## src/rtl/fetch_ctrl.sv

```systemverilog
// Instruction fetch controller: drives a pc-addressed memory request and feeds a
// single-entry output slot, with a one-entry hold buffer for back-pressure and branch redirect.
//
// state | meaning
// BOOT  | post-reset, no request; next edge starts fetching
// FETCH | request at pc; acked data goes to slot or hold buffer
// HOLD  | slot full and hold buffer full; no request until slot drains
// DRAIN | redirect pending; wait out the old request, then fetch at target
module fetch_ctrl #(
    parameter int                 ADDR_W   = 32,
    parameter logic [ADDR_W-1:0]  RESET_PC = ADDR_W'(32'h0000_0000)
) (
    input  logic              clk,
    input  logic              rst,
    input  logic              branch_en_i,
    input  logic [ADDR_W-1:0] branch_target_i,
    input  logic              stall_i,
    input  logic              imem_ack_i,
    input  logic [ADDR_W-1:0] imem_data_i,
    output logic              imem_req_o,
    output logic [ADDR_W-1:0] imem_addr_o,
    output logic              inst_valid_o,
    output logic [ADDR_W-1:0] inst_o,
    output logic [ADDR_W-1:0] inst_pc_o
);

    typedef enum logic [1:0] {BOOT, FETCH, HOLD, DRAIN} state_t;

    state_t            state, state_n;
    logic [ADDR_W-1:0] pc, pc_n;
    logic [ADDR_W-1:0] tgt, tgt_n;
    logic [ADDR_W-1:0] hold_data, hold_data_n;
    logic [ADDR_W-1:0] hold_pc, hold_pc_n;
    logic [ADDR_W-1:0] slot, slot_n;
    logic [ADDR_W-1:0] slot_pc, slot_pc_n;
    logic              valid, valid_n;
    logic              consume;
    logic              slot_free;
    logic [ADDR_W-1:0] br_tgt;

    assign consume     = valid & ~stall_i;
    assign slot_free   = ~valid | consume;
    assign br_tgt      = {branch_target_i[ADDR_W-1:2], 2'b00};

    // Request is decoded from state alone so an async reset drops it at once.
    assign imem_req_o   = (state == FETCH) || (state == DRAIN);
    assign imem_addr_o  = pc;
    assign inst_valid_o = valid;
    assign inst_o       = slot;
    assign inst_pc_o    = slot_pc;

    always_ff @(posedge clk or negedge rst) begin
        if (!rst) begin
            state     <= BOOT;
            pc        <= RESET_PC;
            tgt       <= '0;
            hold_data <= '0;
            hold_pc   <= '0;
            slot      <= '0;
            slot_pc   <= '0;
            valid     <= 1'b0;
        end else begin
            state     <= state_n;
            pc        <= pc_n;
            tgt       <= tgt_n;
            hold_data <= hold_data_n;
            hold_pc   <= hold_pc_n;
            slot      <= slot_n;
            slot_pc   <= slot_pc_n;
            valid     <= valid_n;
        end
    end

    always_comb begin
        state_n     = state;
        pc_n        = pc;
        tgt_n       = tgt;
        hold_data_n = hold_data;
        hold_pc_n   = hold_pc;
        slot_n      = slot;
        slot_pc_n   = slot_pc;
        valid_n     = valid & ~consume;

        case (state)
            BOOT: begin
                state_n = FETCH;
                if (branch_en_i) pc_n = br_tgt;
            end
            FETCH: begin
                if (branch_en_i) begin
                    if (imem_ack_i) begin
                        pc_n = br_tgt;
                    end else begin
                        tgt_n   = br_tgt;
                        state_n = DRAIN;
                    end
                end else if (imem_ack_i) begin
                    if (slot_free) begin
                        slot_n    = imem_data_i;
                        slot_pc_n = pc;
                        valid_n   = 1'b1;
                    end else begin
                        hold_data_n = imem_data_i;
                        hold_pc_n   = pc;
                        state_n     = HOLD;
                    end
                    pc_n = pc + ADDR_W'(4);
                end
            end
            HOLD: begin
                if (branch_en_i) begin
                    pc_n    = br_tgt;
                    state_n = FETCH;
                end else if (consume) begin
                    slot_n    = hold_data;
                    slot_pc_n = hold_pc;
                    valid_n   = 1'b1;
                    state_n   = FETCH;
                end
            end
            DRAIN: begin
                // Old address stays on the bus until its ack; that data is dropped.
                if (branch_en_i) begin
                    tgt_n = br_tgt;
                end else if (imem_ack_i) begin
                    pc_n    = tgt;
                    state_n = FETCH;
                end
            end
            default: state_n = BOOT;
        endcase

        if (branch_en_i) begin
            valid_n     = 1'b0;
            hold_data_n = '0;
            hold_pc_n   = '0;
        end
    end

endmodule

```

## config.mk

```make
export PLATFORM = sky130hd
export DESIGN_NAME = fetch_ctrl
export DESIGN_NICKNAME = d
export VERILOG_FILES = /design/src/rtl/fetch_ctrl.sv
export SDC_FILE = /design/constraint.sdc
export NUM_CORES = 1
export LEC_CHECK = 0
export ABC_AREA = 1
export CORE_MARGIN = 2
export CORE_UTILIZATION = 57
export CTS_CLUSTER_DIAMETER = 40
export DETAILED_ROUTE_END_ITERATION = 12
export PLACE_DENSITY = 0.86
export SETUP_SLACK_MARGIN = 0.02
export SYNTH_ARGS = -nofsm -noshare
export SYNTH_HDL_FRONTEND = slang
export SYNTH_SLANG_ARGS = --single-unit
export TNS_END_PERCENT = 1
```

## constraint.sdc

```tcl
create_clock -name clk -period 5.05 [get_ports clk]
set_input_delay 1.01 -clock clk [delete_from_list [all_inputs] [get_ports clk]]
set_output_delay 1.01 -clock clk [all_outputs]
set_load 0.05 [all_outputs]
```

# Word level (Yosys, flattened, before mapping)
# Index checks and enable logic that the tools add are counted.
# W data, S select, Z words.
# totals
latch_bits	0
out_inout_bits	98
mem_bits_ro	0
mem_bits_rw	0
inputBits	69
memories	0
register_bits	195
# op_classes
n_shift	0
n_bitwise	6
mux	44
mul	0
n_lt_le_gt_ge	0
div	0
n_eq_ne	19
n_addsub	1
n_reduce_logical	12
# ops
op	n
$mux W32	26
$pmux W32 S2	3
$pmux W32 S3	1
$add A32 B3 Y32 const B	1
$ne A2 B2 Y1 const B	11
$mux W2	8
$ne A3 B3 Y1 const B	4
$reduce_and A6 Y1	2
$pmux W2 S4	1
$reduce_and A4 Y1	2
$reduce_bool A2 Y1	4
$eq A2 B2 Y1 const B	2
$mux W1	4
$not A1 Y1	3
$reduce_and A3 Y1	1
$and A1 B1 Y1	2
$eq A2 B1 Y1 const B	1
$logic_not A2 Y1	1
$ne A2 B1 Y1 const B	1
$pmux W1 S2	1
$reduce_or A2 Y1	1
$logic_or A1 B1 Y1	1
$or A1 B1 Y1	1

# Depth between registers and ports, before layout
# Gate-level depths: netlist of run 1.
# depth
depth_word	8
ltp_mapped	11

# Worst setup path after synthesis of run 1
# OpenSTA, ideal clock, no wires.
# synth_timing
kind	reg-to-output
startpoint	register state[0]
endpoint	output imem_req_o
setup_slack_ns	2.849
path_stages_with_launch	4
arrival_time_ns	1.191
t_required_ns	4.040
path_cell_list	dfrtp_1 > ha_1 > buf_4 > or2_2
# synth_via
elab_chain_cells	2
word_cells_on_any_way	3
# synth_lines
element	line	text
start, declared	29	state_t state, state_n;
start signal, assigned	63	state <= state_n;
$eq A2 B1 Y1 or $eq A2 B2 Y1 (tied branches)	46	assign imem_req_o = (state == FETCH) || (state == DRAIN);
$logic_or A1 B1 Y1 *	46	
end, declared	20	output logic imem_req_o,
# Mark *: on every way between the ends. The rest lies on a longest branch, timed or not.

# Final worst setup path of run 1
# layout_timing
startpoint	register state[1]
endpoint	output imem_req_o
# Same word-level chain as after synthesis.

==> impl_metrics.toml, run 1 <==
[clock_tree]
cts_resized = 0
cts.path.max_buffers = 2
clock_sinks = 189
post-cts-setup-buffer-count = 0
clock_latency_ps = 430
cts_hold_buffers = 0
cts_max_level = 4
cts_tree = "done"
clkTransAtPathRegs_ps = 70
cts-root-buf = "clkbuf_16"
numCtsBuffers = 17

[critical_path]
startpoint_type = "flop"
critPathMaxStageDelay_ps = 800
worst_setup_path_end_kind = "output port"
path_delay_family = "buffers and inverters"
cp.required_ps = 4040
critPathLaunch = "state[1]"
critical_path_buf_inv_count = 2
worstPathCellList = "inv_1, ha_1, or2_2, clkdlybuf4s50_1"
crit_path_max_fanout = 10
reg2reg_depth = 10
reg2reg_slack_ps = 1980
crit_arrival_ps = 2370
r2r_end = "imem_addr_o[19]"
crit_slowest_cell = "clkdlybuf4s50_1"
critical_path_class = "flop to output port"
r2r-start = "state[0]"
endpoint = "imem_req_o"
crit_cells = 4

[synthesis]
ys_ff_latch = 189
synthCells = 1154
synth_cell_types = 35
syn_area_per_cell_um2 = 7.98
ys_warn_count = 0
synth-seq-area-share_pct = 51.3
synth_area_mm2 = 0.00921

[pwr]
ir_drop_mv = 0.405
p_leak_nw = 5.12
power_density_mw_per_mm2 = 717

[floorplanning]
die_y_um = 131
fp.coreArea_mm2 = 0.0158
pin_count = 167
start_util_pct = 58.2
dieArea_mm2 = 0.0172
die_w_um = 131
num_rows = 46

[run]
cap_violations = 0

[routing]
dr.pass1.iters = 5
finalWirelength_mm = 24.1
drt_iter0_markers = 848
ant_nets = 0
num_vias = 8314
vias_per_cell = 5.52
drc = 0
wire_per_inst_um = 16.0

[timing]
fin_skew_ps = 6.66
setup_ws_ps = 1670
fin_setup_tns_ps = 0
final-max-slew-violation-count = 0
timing.final.crit_share_pct = 66.9
setup_viol = 0
tightest_slew_ps = 1030
slew_headroom_pct = 31.2
timing.fmax_ghz = 0.296
layout_min_cycle_time_ps = 3380
hold_viol = 0
rsz0062_at_grt = "false"

[layout]
final_layout_size_suffix_gt1_share_pct = 4.88
fin_area_mm2 = 0.0115
area_growth_pct = 25.2
antenna-diode-count = 0
fin_nets = 1352

[placed_design]
place_ws_ps = 1430
routabilityCongestion = 0.956
post_dp_cell_area_mm2 = 0.0109
hpwlAfterDp_mm = 15.7
port_buffers = 162

[global_routing]
antenna_found_initial = 0
overflow = 0
grt_pass1_wl_mm = 39.4
grt_max_degree = 128
grt.total_usage_pct = 28.3
grt_pass1_vias = 7843

[min_path]
worst_hold_path_type = "flop to flop"

[run_status]
outcome = "completed"
-- layer usage --
metal / GRT usage (%) / routed length (um)
met5: 0 / 0
met4: 9.36 / 495
met3: 6.06 / 1950
met2: 45.1 / 11400
met1: 39.2 / 10200
-- how the worst min path moves through the flow --
stage                     slack [ps]             to  depth (start not counted)           from
after CTS                        490  inst_pc_o[13]                          2  inst_pc_o[13]
after global placement           470     inst_o[30]                          2     inst_o[30]
after global routing             500  inst_pc_o[24]                          2  inst_pc_o[24]
after detailed placement         470  inst_pc_o[13]                          2  inst_pc_o[13]
after floorplan                  450         tgt[2]                          2         tgt[2]
final                            480  inst_pc_o[13]                          2  inst_pc_o[13]
-- placed cells by master (no fill, tap or decap), types with 2 or more instances in the layout --
master / Yosys / final
buf_4: 13 / 6
o2bb2ai_1: 13 / 13
inv_1: 127 / 127
xor2_1: 7 / 7
o21ai_0: 178 / 178
bufinv_16: 0 / 4
inv_2: 4 / 4
nor2_1: 96 / 95
a21oi_1: 42 / 42
clkbuf_8: 0 / 4
clkinvlp_4: 0 / 3
nor3_1: 2 / 2
inv_6: 0 / 2
conb_1: 1 / 2
a31oi_1: 7 / 7
o22ai_1: 21 / 21
nor2_4: 2 / 3
o21ai_4: 1 / 2
nand2_1: 276 / 276
o21ai_1: 30 / 29
clkbuf_16: 0 / 17
o211ai_1: 2 / 2
nand3b_1: 2 / 2
ha_1: 5 / 4
clkinv_4: 0 / 2
a211oi_1: 3 / 3
and2_1: 2 / 2
a22oi_1: 9 / 9
clkdlybuf4s50_1: 0 / 161
nand3_1: 56 / 56
dfrtp_1: 189 / 189
mux2_2: 7 / 7
-- state kept, by name, summed over array words and instances (netlist names) --
signal / cells
imem_addr_o: 30
inst_o: 32
hold_pc: 31
tgt: 30
inst_pc_o: 31
inst_valid_o: 1
state: 2
hold_data: 32
-- tightest hold or removal path, stage by stage, from the launching register on --
cell	delay, ps
dfrtp_1	340
nand2_1	50
o21ai_0	60
-- logic make-up after synthesis --
kind of cell | Yosys count | share of synthesized area (%)
AO/OA/AOI/OAI | 307 | 18.1
XOR/XNOR | 7 | 0.665
adder cells (fa/ha/maj) | 5 | 0.679
buffers and inverters | 197 | 8.89
flip-flops | 189 | 51.3
multiplexers | 7 | 0.856
other | 1 | 0.0407
AND/OR/NAND/NOR | 441 | 19.4
-- metrics by stage --
| step | hold WS, ps | total power [mW] | instances | utilization, % |
|---|---|---|---|---|
| CTS | 489 | 8.26 | 1507 | 72.9 |
| finish | 484 | 8.27 | 1507 | 72.9 |
| detailed placement | 472 | 6.77 | 1475 | 68.8 |
| floorplan | 453 | 5.43 | 1155 | - |
| global route | 503 | 8.75 | 1507 | 72.9 |
| global placement | 465 | 6.67 | 1475 | 68.8 |
-- power breakdown --
part	switching, mW	internal [mW]	total [mW]
clock network	0.593	0.873	1.47
logic	2.93	1.34	4.27
registers	0.490	2.04	2.53
total	4.02	4.26	8.27
-- Yosys cell counts, drive strengths merged --
cell type / instances / area, um^2
a211oi: 3 / 22.5
a21oi: 42 / 210
a22oi: 9 / 67.6
a31oi: 7 / 43.8
and2: 2 / 12.5
buf: 38 / 220
clkbuf: 27 / 101
conb: 1 / 3.75
dfrtp: 189 / 4730
ha: 5 / 62.6
inv: 132 / 498
mux2: 7 / 78.8
nand2: 277 / 1040
nand3: 58 / 308
nand3b: 2 / 15.0
nand4: 1 / 12.5
nor2: 98 / 383
nor3: 2 / 10.0
o211ai: 2 / 15.0
o21ai: 209 / 1060
o22ai: 21 / 131
o2bb2ai: 13 / 114
o31ai: 1 / 7.51
or2: 1 / 6.26
xor2: 7 / 61.3
-- cell type report --
cell class | count | area, um^2
Inverter | 132 | 498
Multi-Input combinational cell | 769 | 3700
Clock inverter | 12 | 183
Tap cell | 216 | 270
Clock buffer | 20 | 467
Fill cell | 1188 | 4290
Sequential cell | 189 | 4730
Timing Repair Buffer | 169 | 1690
Note: power is estimated with default switching activity, not from simulation.
==> run 2: changes to the inputs <==
--- a/config.mk
+++ b/config.mk
@@ -7,10 +7,10 @@
 export LEC_CHECK = 0
 export ABC_AREA = 1
 export CORE_MARGIN = 2
-export CORE_UTILIZATION = 57
+export CORE_UTILIZATION = 53
 export CTS_CLUSTER_DIAMETER = 40
 export DETAILED_ROUTE_END_ITERATION = 12
-export PLACE_DENSITY = 0.86
+export PLACE_DENSITY = 0.81
 export SETUP_SLACK_MARGIN = 0.02
 export SYNTH_ARGS = -nofsm -noshare
 export SYNTH_HDL_FRONTEND = slang
==> constraint.sdc (replaced) <==
create_clock -name clk -period 3.36 [get_ports clk]
set_input_delay 0.672 -clock clk [delete_from_list [all_inputs] [get_ports clk]]
set_output_delay 0.672 -clock clk [all_outputs]
set_load 0.05 [all_outputs]
==> run 2 against run 1 <==
  * Die area rose by 7.3%
  * Sequential power grew 51%
  * First-iteration DRC count is 7.4% lower
  * Clock power is 33% higher
  * Critical path type unchanged
  * Critical path depth did not move
  * Combinational power increased by 51%
  * Largest power group unchanged
  * Via count shrank 0.25%
==> impl_metrics.toml, run 2 (synthesis results as in run 1) <==
[run_status]
outcome = "completed"

[global_routing]
grt_pass1_wl_mm = 39.4
use_met3_pct = 5.41
met2_usage_pct = 43.4
antenna_found_initial = 0
overflow = 0
top_usage_layer = "met2"
grt.total_usage_pct = 27.0
use_met1_pct = 37.3
grt_pass1_vias = 7967
grt_max_degree = 127

[layout]
area_growth_pct = 25.1
antenna-diode-count = 0
final_layout_size_suffix_gt1_share_pct = 5.32
final_common_cell = "nand2_1"
regArea_mm2 = 0.00473
fin_area_mm2 = 0.0115
fillers = 1416
final_cell_mix = "nand2_1, dfrtp_1, o21ai_0"
multiInputGateArea_mm2 = 0.00370
fin_nets = 1358

[critical_path]
crit_path_max_fanout = 10
r2r-start = "state[1]"
r2r_end = "hold_data[17]"
critPathMaxStageDelay_ps = 800
reg2reg_slack_ps = 1080
critical_path_class = "flop to output port"
cp.required_ps = 2690
reg2reg_depth = 7
worst_setup_path_end_kind = "output port"
startpoint_type = "flop"
crit_slowest_cell = "clkdlybuf4s50_1"
endpoint = "imem_req_o"
crit_arrival_ps = 2370
critPathLaunch = "state[1]"
worstPathCellList = "inv_1, ha_1, or2_2, clkdlybuf4s50_1"

[routing]
drc = 0
vias_per_cell = 5.45
ant_nets = 0
wire_per_inst_um = 15.7
num_vias = 8293
drt_iter0_markers = 785
dr.pass1.iters = 5
finalWirelength_mm = 23.9

[timing]
tightest_slew_ps = 859
timing.final.crit_share_pct = 90.6
fin_skew_ps = 8.64
final-max-slew-violation-count = 0
fin_setup_tns_ps = 0
hold_ws_ps = 210
rsz0062_at_grt = "false"
slew_headroom_pct = 42.8
setup_ws_ps = 316
layout_min_cycle_time_ps = 3040
hold_viol = 0
timing.fmax_ghz = 0.329
setup_viol = 0

[clock_tree]
post-cts-setup-buffer-count = 0
clkTransAtPathRegs_ps = 70
clock_latency_ps = 440
cts_resized = 0
cts_tree = "done"
cts.path.max_buffers = 2
clock_sinks = 189
cts_hold_buffers = 0
cts-root-buf = "clkbuf_16"
numCtsBuffers = 17
cts_max_level = 4

[floorplanning]
dieArea_mm2 = 0.0185
die_y_um = 136
die_w_um = 136
pin_count = 167
num_rows = 48
fp.coreArea_mm2 = 0.0171
start_util_pct = 53.8

[placed_design]
hpwlAfterDp_mm = 16.1
place_ws_ps = 679
post_dp_cell_area_mm2 = 0.0110
routabilityCongestion = 0.919
port_buffers = 162

[run]
cap_violations = 0

[min_path]
worst_hold_path_type = "input port to async pin"

[pwr]
p_leak_nw = 5.13
ir_drop_mv = 0.708
p_total_mw = 12.2
power_density_mw_per_mm2 = 1060
run 2: cell types whose count changed in the layout (fill, tap and decap cells not counted):
cell        change
clkinvlp_4      -2
buf_12          +1
bufinv_16       -4
clkinv_2        +1
inv_8           +5
clkinv_8        +2
buf_4           +5
inv_6           +1
clkbuf_8        -3
run 2: metal layers:
metal,share of wire (%),wire (um)
met3,7.2,1720
met5,0,0
met2,47,11400
met4,1.7,417
met1,44,10400
run 2: through the flow:
stage / utilization (%) / cells
CTS: 67.4 / 1522
detailed placement: 64.0 / 1490
global placement: 64.0 / 1490
global route: 67.4 / 1522
floorplan: - / 1155
finish: 67.4 / 1522
run 2: worst min-delay path by stage:
stage / startpoint / endpoint / slack (ps)
final: rst / tgt[3] / 210
after global routing: rst / tgt[3] / 260
after CTS: rst / state[1] / 240
after detailed placement: inst_o[25] / inst_o[25] / 470
after global placement: inst_pc_o[8] / inst_pc_o[8] / 460
after floorplan: rst / hold_data[0] / 380
run 2: area by class of cell:
class	count	share of cell area, %
clock buffers	17	3.69
clock inverters	15	1.30
inverters	132	4.32
multi-input cells	769	32.1
flip-flops and latches	189	41.0
well taps	225	2.44
repair buffers	175	15.2
run 2: power by group:
| part | leakage (nW) | total (mW) | internal, mW | switching (mW) |
|---|---|---|---|---|
| clock | 0.283 | 1.96 | 0.991 | 0.972 |
| combinational | 2.42 | 6.46 | 2.05 | 4.41 |
| sequential | 2.42 | 3.81 | 3.07 | 0.743 |
| total | 5.13 | 12.2 | 6.11 | 6.13 |
run 2: worst max-delay path, delay by kind of cell, from the launching register on:
family / cells / cell delay [ps]
buffers and inverters: 2 / 900
adders and majority gates: 1 / 420
DFF: 1 / 400
and+or+nand+nor: 1 / 220
==> run 3: changes to the inputs <==
--- a/config.mk
+++ b/config.mk
@@ -6,6 +6,7 @@
 export NUM_CORES = 1
 export LEC_CHECK = 0
 export ABC_AREA = 1
+export CORE_ASPECT_RATIO = 0.6
 export CORE_MARGIN = 2
 export CORE_UTILIZATION = 53
 export CTS_CLUSTER_DIAMETER = 40
==> run 3 against run 2 <==
  * Sequential power is essentially flat
  * Critical path depth is the same
  * Sequential share of layout area shrank 0.29 points
  * Clock skew grew 5.7 ps
  * Via count grew 0.88%
  * Register-to-register slack lost 100 ps
  * Clock power grew 7%
  * Final cell count grew 0.72%
  * Sequential cell count is the same
  * Power grew 2.1%
  * Design area grew 0.71%
  * Critical endpoint unchanged
==> impl_metrics.toml, run 3 (synthesis results as in run 1) <==
[global_routing]
grt_pass1_wl_mm = 40.2
overflow = 0
grt_max_degree = 127
antenna_found_initial = 0
grt_pass1_vias = 7709
grt.total_usage_pct = 27.5

[floorplanning]
start_util_pct = 53.9
die_y_um = 106
num_rows = 37
fp.coreArea_mm2 = 0.0171
die_w_um = 174
pin_count = 167
dieArea_mm2 = 0.0185

[clock_tree]
clock_latency_ps = 430
cts_hold_buffers = 0
cts_tree = "done"
clkTransAtPathRegs_ps = 80
cts_max_level = 4
clock_sinks = 189
cts.path.max_buffers = 2
numCtsBuffers = 17
cts_resized = 0
post-cts-setup-buffer-count = 0
cts-root-buf = "clkbuf_16"

[pwr]
p_total_mw = 12.5
swShare_pct = 50.2
p_sw_mw = 6.27
ir_drop_mv = 0.723
clkPwrFrac_pct = 16.7
p_seq_share_pct = 30.4
power_density_mw_per_mm2 = 1080
p_comb_share_pct = 52.9
intPower_mw = 6.22
p_leak_nw = 5.15

[timing]
final-max-slew-violation-count = 0
fin_setup_tns_ps = 0
layout_min_cycle_time_ps = 3080
hold_viol = 0
tightest_slew_ps = 904
timing.final.crit_share_pct = 91.8
timing.fmax_ghz = 0.324
fin_skew_ps = 14.4
slew_headroom_pct = 39.7
rsz0062_at_grt = "false"
setup_viol = 0

[routing]
num_vias = 8366
dr.pass1.iters = 6
drt_iter0_markers = 892
wire_per_inst_um = 16.1
vias_per_cell = 5.46
finalWirelength_mm = 24.7
ant_nets = 0
drc = 0

[critical_path]
crit_path_max_fanout = 10
critical_path_class = "flop to output port"
worst_setup_path_end_kind = "output port"
crit_slowest_cell = "clkdlybuf4s50_1"
crit_arrival_ps = 2410
critPathMaxStageDelay_ps = 810
worstPathCellList = "inv_1, ha_1, or2_2, clkdlybuf4s50_1"
startpoint_type = "flop"
cp.required_ps = 2690

[layout]
area_growth_pct = 26.0
final_layout_size_suffix_gt1_share_pct = 5.47
fillers = 1349
final_util_pct = 68.0
fin_nets = 1360
final_common_cell = "nand2_1"
multiInputGateArea_mm2 = 0.00370
regArea_mm2 = 0.00473
final_cell_mix = "nand2_1, dfrtp_1, o21ai_0"
antenna-diode-count = 0

[run_status]
outcome = "completed"

[run]
cap_violations = 0

[placed_design]
routabilityCongestion = 0.959
port_buffers = 162
hpwlAfterDp_mm = 17.1

[min_path]
worst_hold_path_type = "input port to async pin"
-- run 3: final timing paths --
kind / depth (start not counted) / slack [ps] / start / end
worst max-delay path: 4 / 280 / state[1] / imem_req_o
worst min register to register: 2 / 480 / inst_pc_o[8] / inst_pc_o[8]
worst min-delay path: 1 / 220 / rst / hold_data[11]
min in group clk: 2 / 480 / inst_pc_o[8] / inst_pc_o[8]
max in group asynchronous: 2 / 2190 / rst / hold_data[14]
worst max register to register: 6 / 980 / state[1] / hold_pc[26]
-- run 3: cell type report --
type | count | area share [%]
Inverter | 132 | 4.29
Clock buffer | 17 | 3.66
Tap cell | 234 | 2.52
Clock inverter | 15 | 1.66
Timing Repair Buffer | 177 | 15.3
Sequential cell | 189 | 40.7
Multi-Input combinational cell | 769 | 31.9
-- run 3: worst max-delay path, delay by kind of cell, from the launching register on --
| family | cells | cell delay [ps] |
|---|---|---|
| buffers and inverters | 2 | 920 |
| adders and majority gates | 1 | 420 |
| and+or+nand+nor | 1 | 220 |
| DFF | 1 | 420 |
-- run 3: power by group through the flow --
stage	Combinational [mW]	Clock [mW]	Sequential (mW)
after floorplan	2.69	0	5.47
after global placement	6.44	0	3.77
after detailed placement	6.55	0	3.81
after CTS	6.59	2.12	3.77
after global routing	7.14	2.22	3.89
final	6.61	2.09	3.79
-- run 3: stage by stage --
stage,instance area [um^2],std cells,hold WS (ps),setup WS [ps]
finish,11600,1533,216,276
global route,11600,1533,250,179
CTS,11600,1533,242,285
detailed placement,11000,1501,472,592
global placement,11000,1501,465,618
floorplan,9220,1155,376,1380
-- run 3: routing by layer --
layer  global-route usage, %  routed length (um)  vias to the layer above
met5                       0                   0                        -
met4                    6.06                 221                        0
met3                    6.69                2590                       23
met2                    39.5               10300                      398
met1                    42.0               11600                     3933
li1                        -                   -                     4012
